==> src/rtl/dmem_arbiter.sv <==
// dmem_arbiter: round-robin sharing of one single-port data RAM among NUM_CORES cores,
// fixed 2-cycle read latency, sticky completion tracking. Optional DMEM_ARB_STATS_EN adds stall_count.
// state  | meaning
// RUN    | arbitrating; collecting per-core end flags
// DRAIN  | every core ended; waiting for in-flight reads to return
// DONE   | all_done raised; requests ignored until reset
module dmem_arbiter #(
  parameter int NUM_CORES = 4,
  parameter int ADDR_W    = 8,
  parameter int DATA_W    = 16
) (
  input  logic                          clock,
  input  logic                          reset,
  input  logic [NUM_CORES-1:0]          core_req,
  input  logic [NUM_CORES-1:0]          core_we,
  input  logic [NUM_CORES*ADDR_W-1:0]   core_addr,
  input  logic [NUM_CORES*DATA_W-1:0]   core_wdata,
  input  logic [NUM_CORES-1:0]          core_end,
  output logic [NUM_CORES-1:0]          core_gnt,
  output logic [NUM_CORES-1:0]          core_rvalid,
  output logic [DATA_W-1:0]             core_rdata,
  output logic                          ram_we,
  output logic [ADDR_W-1:0]             ram_addr,
  output logic [DATA_W-1:0]             ram_wdata,
  input  logic [DATA_W-1:0]             ram_rdata,
`ifdef DMEM_ARB_STATS_EN
  output logic [15:0]                   stall_count,
`endif
  output logic                          all_done
);

  localparam int PTR_W = (NUM_CORES > 1) ? $clog2(NUM_CORES) : 1;

  typedef enum logic [1:0] {
    ST_RUN   = 2'd0,
    ST_DRAIN = 2'd1,
    ST_DONE  = 2'd2
  } state_t;

  state_t                 state;
  state_t                 state_nxt;
  logic [NUM_CORES-1:0]   end_flag;
  logic [NUM_CORES-1:0]   eligible;
  logic [PTR_W-1:0]       ptr;
  logic [PTR_W-1:0]       ptr_nxt;
  logic [PTR_W:0]         idx;
  logic                   found;
  logic [NUM_CORES-1:0]   win_oh;
  logic                   sel_we;
  logic [ADDR_W-1:0]      sel_addr;
  logic [DATA_W-1:0]      sel_wdata;
  logic [NUM_CORES-1:0]   rd_s1;
  logic [NUM_CORES-1:0]   rd_s2;

  // A core ending in the same cycle it requests is already masked.
  assign eligible = (state == ST_RUN) ? (core_req & ~(end_flag | core_end)) : '0;

  always_comb begin
    win_oh  = '0;
    ptr_nxt = ptr;
    found   = 1'b0;
    idx     = '0;
    for (int i = 0; i < NUM_CORES; i++) begin
      idx = {1'b0, ptr} + (PTR_W+1)'(i);
      if (idx >= (PTR_W+1)'(NUM_CORES)) idx = idx - (PTR_W+1)'(NUM_CORES);
      if (!found && eligible[idx[PTR_W-1:0]]) begin
        found                    = 1'b1;
        win_oh[idx[PTR_W-1:0]]   = 1'b1;
        ptr_nxt = (idx[PTR_W-1:0] == PTR_W'(NUM_CORES - 1)) ? '0
                                                            : idx[PTR_W-1:0] + PTR_W'(1);
      end
    end
  end

  always_comb begin
    sel_we    = 1'b0;
    sel_addr  = '0;
    sel_wdata = '0;
    for (int n = 0; n < NUM_CORES; n++) begin
      if (win_oh[n]) begin
        sel_we    = core_we[n];
        sel_addr  = core_addr[n*ADDR_W +: ADDR_W];
        sel_wdata = core_wdata[n*DATA_W +: DATA_W];
      end
    end
  end

  // rd_s1 tracks the RAM address cycle, rd_s2 the RAM data cycle.
  always_ff @(posedge clock) begin
    if (reset) begin
      core_gnt    <= '0;
      core_rvalid <= '0;
      core_rdata  <= '0;
      ram_we      <= 1'b0;
      ram_addr    <= '0;
      ram_wdata   <= '0;
      ptr         <= '0;
      end_flag    <= '0;
      rd_s1       <= '0;
      rd_s2       <= '0;
    end else begin
      core_gnt <= win_oh;
      ram_we   <= found & sel_we;
      if (found) begin
        ram_addr  <= sel_addr;
        ram_wdata <= sel_wdata;
        ptr       <= ptr_nxt;
      end
      rd_s1       <= sel_we ? '0 : win_oh;
      rd_s2       <= rd_s1;
      core_rvalid <= rd_s2;
      if (|rd_s2) core_rdata <= ram_rdata;
      if (state == ST_RUN) end_flag <= end_flag | core_end;
    end
  end

  always_ff @(posedge clock) begin
    if (reset) state <= ST_RUN;
    else       state <= state_nxt;
  end

  always_comb begin
    state_nxt = state;
    case (state)
      ST_RUN:   if (&(end_flag | core_end)) state_nxt = ST_DRAIN;
      ST_DRAIN: if (!(|{rd_s1, rd_s2}))     state_nxt = ST_DONE;
      ST_DONE:  state_nxt = ST_DONE;
      default:  state_nxt = ST_RUN;
    endcase
  end

  assign all_done = (state == ST_DONE);

`ifdef DMEM_ARB_STATS_EN
  // Counts cycles where some eligible core lost arbitration.
  always_ff @(posedge clock) begin
    if (reset) begin
      stall_count <= '0;
    end else if ((state != ST_DONE) && ($countones(eligible) > 1) && (stall_count != 16'hFFFF)) begin
      stall_count <= stall_count + 16'd1;
    end
  end
`endif

endmodule

==> config.mk <==
export PLATFORM = sky130hd
export DESIGN_NAME = dmem_arbiter
export DESIGN_NICKNAME = d
export VERILOG_FILES = /design/src/rtl/dmem_arbiter.sv
export SDC_FILE = /design/constraint.sdc
export NUM_CORES = 1
export LEC_CHECK = 0
export CORE_AREA = 2 2 99 92
export CTS_BUF_LIST = sky130_fd_sc_hd__clkbuf_4
export CTS_CLUSTER_SIZE = 40
export DETAILED_ROUTE_END_ITERATION = 7
export DIE_AREA = 0 0 101 94
export GPL_TIMING_DRIVEN = 0
export PLACE_DENSITY = 0.91
export SETUP_SLACK_MARGIN = 0.4
export SLEW_MARGIN = 15
export SYNTH_ARGS = -nofsm -noshare
export SYNTH_HDL_FRONTEND = slang
export SYNTH_SLANG_ARGS = --single-unit
==> constraint.sdc <==
create_clock -name clock -period 4.3 [get_ports clock]
set_input_delay 0.645 -clock clock [delete_from_list [all_inputs] [get_ports clock]]
set_output_delay 0.645 -clock clock [all_outputs]
set_load 0.01 [all_outputs]
==> flow_summary.html <==
<table>
<tr><th>Metric</th><th>Value</th></tr>
<tr><th colspan="2">Hold path</th></tr>
<tr><td>Worst Hold Class</td><td>flip-flop to flip-flop</td></tr>
<tr><th colspan="2">GRT</th></tr>
<tr><td>Gr ovfl total</td><td>0</td></tr>
<tr><td>Maximum number of pins on one net before global-route repair</td><td>15</td></tr>
<tr><td>First-pass GRT wire length</td><td>18500 um</td></tr>
<tr><td>Number of antenna violations at the first check in global routing</td><td>0</td></tr>
<tr><td>Global routing usage summed across all routing layers</td><td>0.249</td></tr>
<tr><td>Via count of the first global-routing pass</td><td>3815</td></tr>
<tr><th colspan="2">Job</th></tr>
<tr><td>Max Cap Violations</td><td>0</td></tr>
<tr><th colspan="2">Yosys</th></tr>
<tr><td>Async SR Flop Fraction</td><td>0</td></tr>
<tr><td>Number of distinct standard cells referenced by the synthesized netlist</td><td>45</td></tr>
<tr><td>Cells taking the most area after synthesis</td><td>dfxtp_1 (38%), o21ai_0 (6.8%), a311oi_1 (6.4%), a21boi_0 (5.5%), a22oi_1 (5.5%)</td></tr>
<tr><td>Post-synth EDFFs</td><td>0</td></tr>
<tr><td>Number of synthesized register bits</td><td>65</td></tr>
<tr><td>Top-area cell type share of the netlist area</td><td>0.383</td></tr>
<tr><td>Top cell types by occurrence after synthesis</td><td>dfxtp_1 (65), o21ai_0 (46), nand2_1 (36)</td></tr>
<tr><td>Syn Area/Cell</td><td>8.85 um2</td></tr>
<tr><td>Top FF cell, synth</td><td>dfxtp_1</td></tr>
<tr><td>Sequential fraction of the synthesis area</td><td>0.383</td></tr>
<tr><td>Net count after synthesis</td><td>519</td></tr>
<tr><td>Cell with the most instances after synthesis</td><td>dfxtp_1</td></tr>
<tr><td>Number of warnings printed during yosys synthesis</td><td>0</td></tr>
<tr><td>Synth Instances</td><td>384</td></tr>
<tr><td>Cell area after technology mapping</td><td>3400 um2</td></tr>
<tr><td>Cell accounting for the most synthesized area</td><td>dfxtp_1</td></tr>
<tr><th colspan="2">Finish</th></tr>
<tr><td>Area of combinational cells with multiple inputs</td><td>1970 um2</td></tr>
<tr><td>Total inserted antenna cells</td><td>0</td></tr>
<tr><td>Share of layout cells above drive strength 1</td><td>0.0846</td></tr>
<tr><td>Register Area</td><td>1300 um2</td></tr>
<tr><td>Final standard cell area without fillers</td><td>5480 um2</td></tr>
<tr><td>Layout overhead on the synthesized area</td><td>61.3%</td></tr>
<tr><td># nets final</td><td>709</td></tr>
<tr><td>Fill cells</td><td>697</td></tr>
<tr><th colspan="2">Place</th></tr>
<tr><td>Number of port buffers</td><td>175</td></tr>
<tr><td>Global placement routability congestion</td><td>0.855</td></tr>
<tr><td>Placed Instance Area</td><td>5280 um2</td></tr>
<tr><td>Half-perimeter wire length of the detailed placement result</td><td>9290 um</td></tr>
<tr><td>Setup WS pre-CTS</td><td>0.269 ns</td></tr>
<tr><th colspan="2">Clock tree</th></tr>
<tr><td>Clock latency of the later-clocked register in the worst-skew pair</td><td>0.43 ns</td></tr>
<tr><td>CTS H-tree lvls</td><td>3</td></tr>
<tr><td>Largest buffer count on any clock path</td><td>2</td></tr>
<tr><td>Sinks on Clock Net</td><td>65</td></tr>
<tr><td>Clock root cell</td><td>clkbuf_4</td></tr>
<tr><td>Clock input transition at the sequential cells of the worst setup and hold paths</td><td>0.12 ns</td></tr>
<tr><td>CTS tree</td><td>done</td></tr>
<tr><td>CTS buffer count</td><td>9</td></tr>
<tr><th colspan="2">Floorplan</th></tr>
<tr><td>Area of the core region</td><td>8410 um2</td></tr>
<tr><td>Die Area</td><td>9490 um2</td></tr>
<tr><td>Initial cell density of the core</td><td>0.404</td></tr>
<tr><td>Die Wd</td><td>101 um</td></tr>
<tr><td>Cell Rows</td><td>32</td></tr>
<tr><td>Overall die height</td><td>94 um</td></tr>
<tr><td>I/O pin count</td><td>176</td></tr>
<tr><th colspan="2">Worst setup path</th></tr>
<tr><td>Startpoint class of the critical path</td><td>flip-flop</td></tr>
<tr><td>Worst Setup Path Type</td><td>flip-flop to flip-flop</td></tr>
<tr><td>Critical Path Fanout Max</td><td>10</td></tr>
<tr><td>Element type at the critical path end</td><td>flip-flop</td></tr>
<tr><td>Crit path required time</td><td>4.66 ns</td></tr>
<tr><td>Arrival time of the worst setup path</td><td>4.04 ns</td></tr>
<tr><th colspan="2">STA</th></tr>
<tr><td>Max Clk Rate</td><td>0.271 GHz</td></tr>
<tr><td>Final clock skew</td><td>0.0190 ns</td></tr>
<tr><td>Final number of setup-violating endpoints</td><td>0</td></tr>
<tr><td>Shortest period the worst path allows</td><td>3.68 ns</td></tr>
<tr><td>Transition time at the pin with the least slew margin</td><td>0.781 ns</td></tr>
<tr><td>Total Negative Setup Slacks</td><td>0 ns</td></tr>
<tr><td>Final count of hold timing violations</td><td>0</td></tr>
<tr><td>Unrepaired setup endpoints after global routing</td><td>false</td></tr>
<tr><td>Number of pins with negative max-slew slack in the final report</td><td>0</td></tr>
<tr><td>Max_slew headroom</td><td>0.479</td></tr>
<tr><td>Tcrit/Tclk final</td><td>0.857</td></tr>
<tr><td>PnR worst setup slack</td><td>0.615 ns</td></tr>
<tr><th colspan="2">Detailed routing</th></tr>
<tr><td>Remaining antenna violation count</td><td>0</td></tr>
<tr><td>Wire length per cell after detailed routing</td><td>18.2 um</td></tr>
<tr><td>Via count of the routed design</td><td>3877</td></tr>
<tr><td>DRC Markers</td><td>0</td></tr>
<tr><td>Iter 0 DRT Violations</td><td>178</td></tr>
<tr><td>Vias per cell</td><td>5.69</td></tr>
<tr><td>Length of the first detailed-routing pass in iterations</td><td>6</td></tr>
<tr><td>Detailed-route wire length</td><td>12400 um</td></tr>
<tr><th colspan="2">Pwr</th></tr>
<tr><td>Share of total power consumed by net switching</td><td>0.441</td></tr>
<tr><td>Proportion of power drawn by combinational gates</td><td>0.597</td></tr>
<tr><td>Register share of total power</td><td>0.267</td></tr>
<tr><td>Worst ir drop on vdd</td><td>295 uV</td></tr>
<tr><td>Psw</td><td>1.45 mW</td></tr>
<tr><td>Cell internal power dissipation</td><td>1.83 mW</td></tr>
<tr><td>Power density normalized to cell area</td><td>598 nW/um2</td></tr>
<tr><td>Portion of total power attributed to the clock network</td><td>0.136</td></tr>
<tr><td>Static Leakage</td><td>1.94 nW</td></tr>
<tr><th colspan="2">Status</th></tr>
<tr><td>Status</td><td>completed</td></tr>
</table>
## worst max-delay path, stage by stage, from the launching register on
cell and delay, ns:
dfxtp_1 0.38, buf_2 0.22, inv_2 0.13, ha_1 0.30, clkbuf_2 0.18, nor4bb_1 0.17, o211ai_1 0.39, nand2_1 0.19
or3_1 0.47, nor2_1 0.46, buf_1 0.47, a22oi_1 0.13, o21ai_1 0.11
## power by group through the flow
stage / Combinational, mW / Clock [mW] / Sequential, mW
CTS: 1.93 / 0.453 / 0.872
floorplan: 1.12 / 0 / 0.933
detailed placement: 1.92 / 0 / 0.886
global placement: 1.86 / 0 / 0.875
finish: 1.96 / 0.447 / 0.876
global route: 2.13 / 0.480 / 0.893
## worst paths after layout
check / from / to / slack, ns / cells past startpoint
max: ptr[0]$_SDFFE_PP0P_ / ram_wdata[10]$_SDFFE_PP0P_ / 0.62 / 12
min: core_rdata[14]$_SDFFE_PP0N_ / core_rdata[14]$_SDFFE_PP0N_ / 0.46 / 2
max reg2reg: ptr[0]$_SDFFE_PP0P_ / ram_wdata[10]$_SDFFE_PP0P_ / 0.62 / 12
min reg2reg: core_rdata[14]$_SDFFE_PP0N_ / core_rdata[14]$_SDFFE_PP0N_ / 0.46 / 2
## cell usage in the layout (no fill, tap or decap), types with 3 or more instances in the layout
| cell type | n |
|---|---|
| nor2_1 | 17 |
| ha_1 | 9 |
| a22oi_1 | 25 |
| or4bb_1 | 4 |
| a21oi_1 | 25 |
| nand2_1 | 36 |
| clkbuf_1 | 17 |
| a211oi_1 | 3 |
| inv_1 | 6 |
| nor4bb_1 | 6 |
| clkbuf_4 | 9 |
| buf_4 | 4 |
| clkbuf_2 | 7 |
| inv_6 | 4 |
| o21a_1 | 3 |
| a311oi_1 | 25 |
| buf_2 | 5 |
| a21boi_0 | 25 |
| o21ai_1 | 7 |
| nor2b_1 | 10 |
| dfxtp_1 | 65 |
| clkdlybuf4s50_1 | 175 |
| o21ai_0 | 46 |
| mux4_2 | 6 |
## state kept, by name (all words and copies together), names as in the netlist, 4 cells and up
| register | cells |
|---|---|
| ram_wdata | 16 |
| rd_s2 | 4 |
| core_gnt | 4 |
| ram_addr | 8 |
| rd_s1 | 4 |
| core_rvalid | 4 |
| core_rdata | 16 |
| end_flag | 4 |
## kinds of logic (layout without fill, tap and decap cells)
| group | after synthesis | count (layout) | share of synthesized area |
|---|---|---|---|
| muxes | 8 | 8 | 0.0457 |
| AOI/OAI and AO/OA | 175 | 175 | 0.355 |
| and+or+nand+nor | 90 | 90 | 0.141 |
| adders and majority gates | 9 | 9 | 0.0331 |
| DFF | 65 | 65 | 0.383 |
| buffers and inverters | 37 | 232 | 0.0427 |
## through the flow
stage,hold slack (ns),power (mW),util,std cells
floorplan,0.429,2.05,-,384
global placement,0.439,2.73,0.628,661
detailed placement,0.446,2.81,0.628,661
CTS,0.464,3.26,0.645,677
global route,0.481,3.50,0.652,681
finish,0.461,3.28,0.652,681
## cell type report
type	instances	area share
clock buffer	9	0.0123
inverter	7	0.00479
buffer	30	0.0233
timing repair buffer	179	0.325
multi-input combinational	282	0.359
clock inverter	7	0.0148
tap	102	0.0233
sequential	65	0.237
## layer usage
| layer | track usage | vias to the layer above | wire (um) |
|---|---|---|---|
| li1 | - | 1843 | - |
| met2 | 0.432 | 151 | 6370 |
| met5 | 0 | - | 0 |
| met4 | 0.0845 | 0 | 193 |
| met3 | 0.0647 | 16 | 869 |
| met1 | 0.298 | 1867 | 4980 |
## repair_timing
item	4_1_cts	5_1_grt
gates resized for setup	0	17
setup buffers	0	4
hold buffers	0	0
endpoints found under the setup margin	0	23
Note: power is estimated with default switching activity, not from simulation.
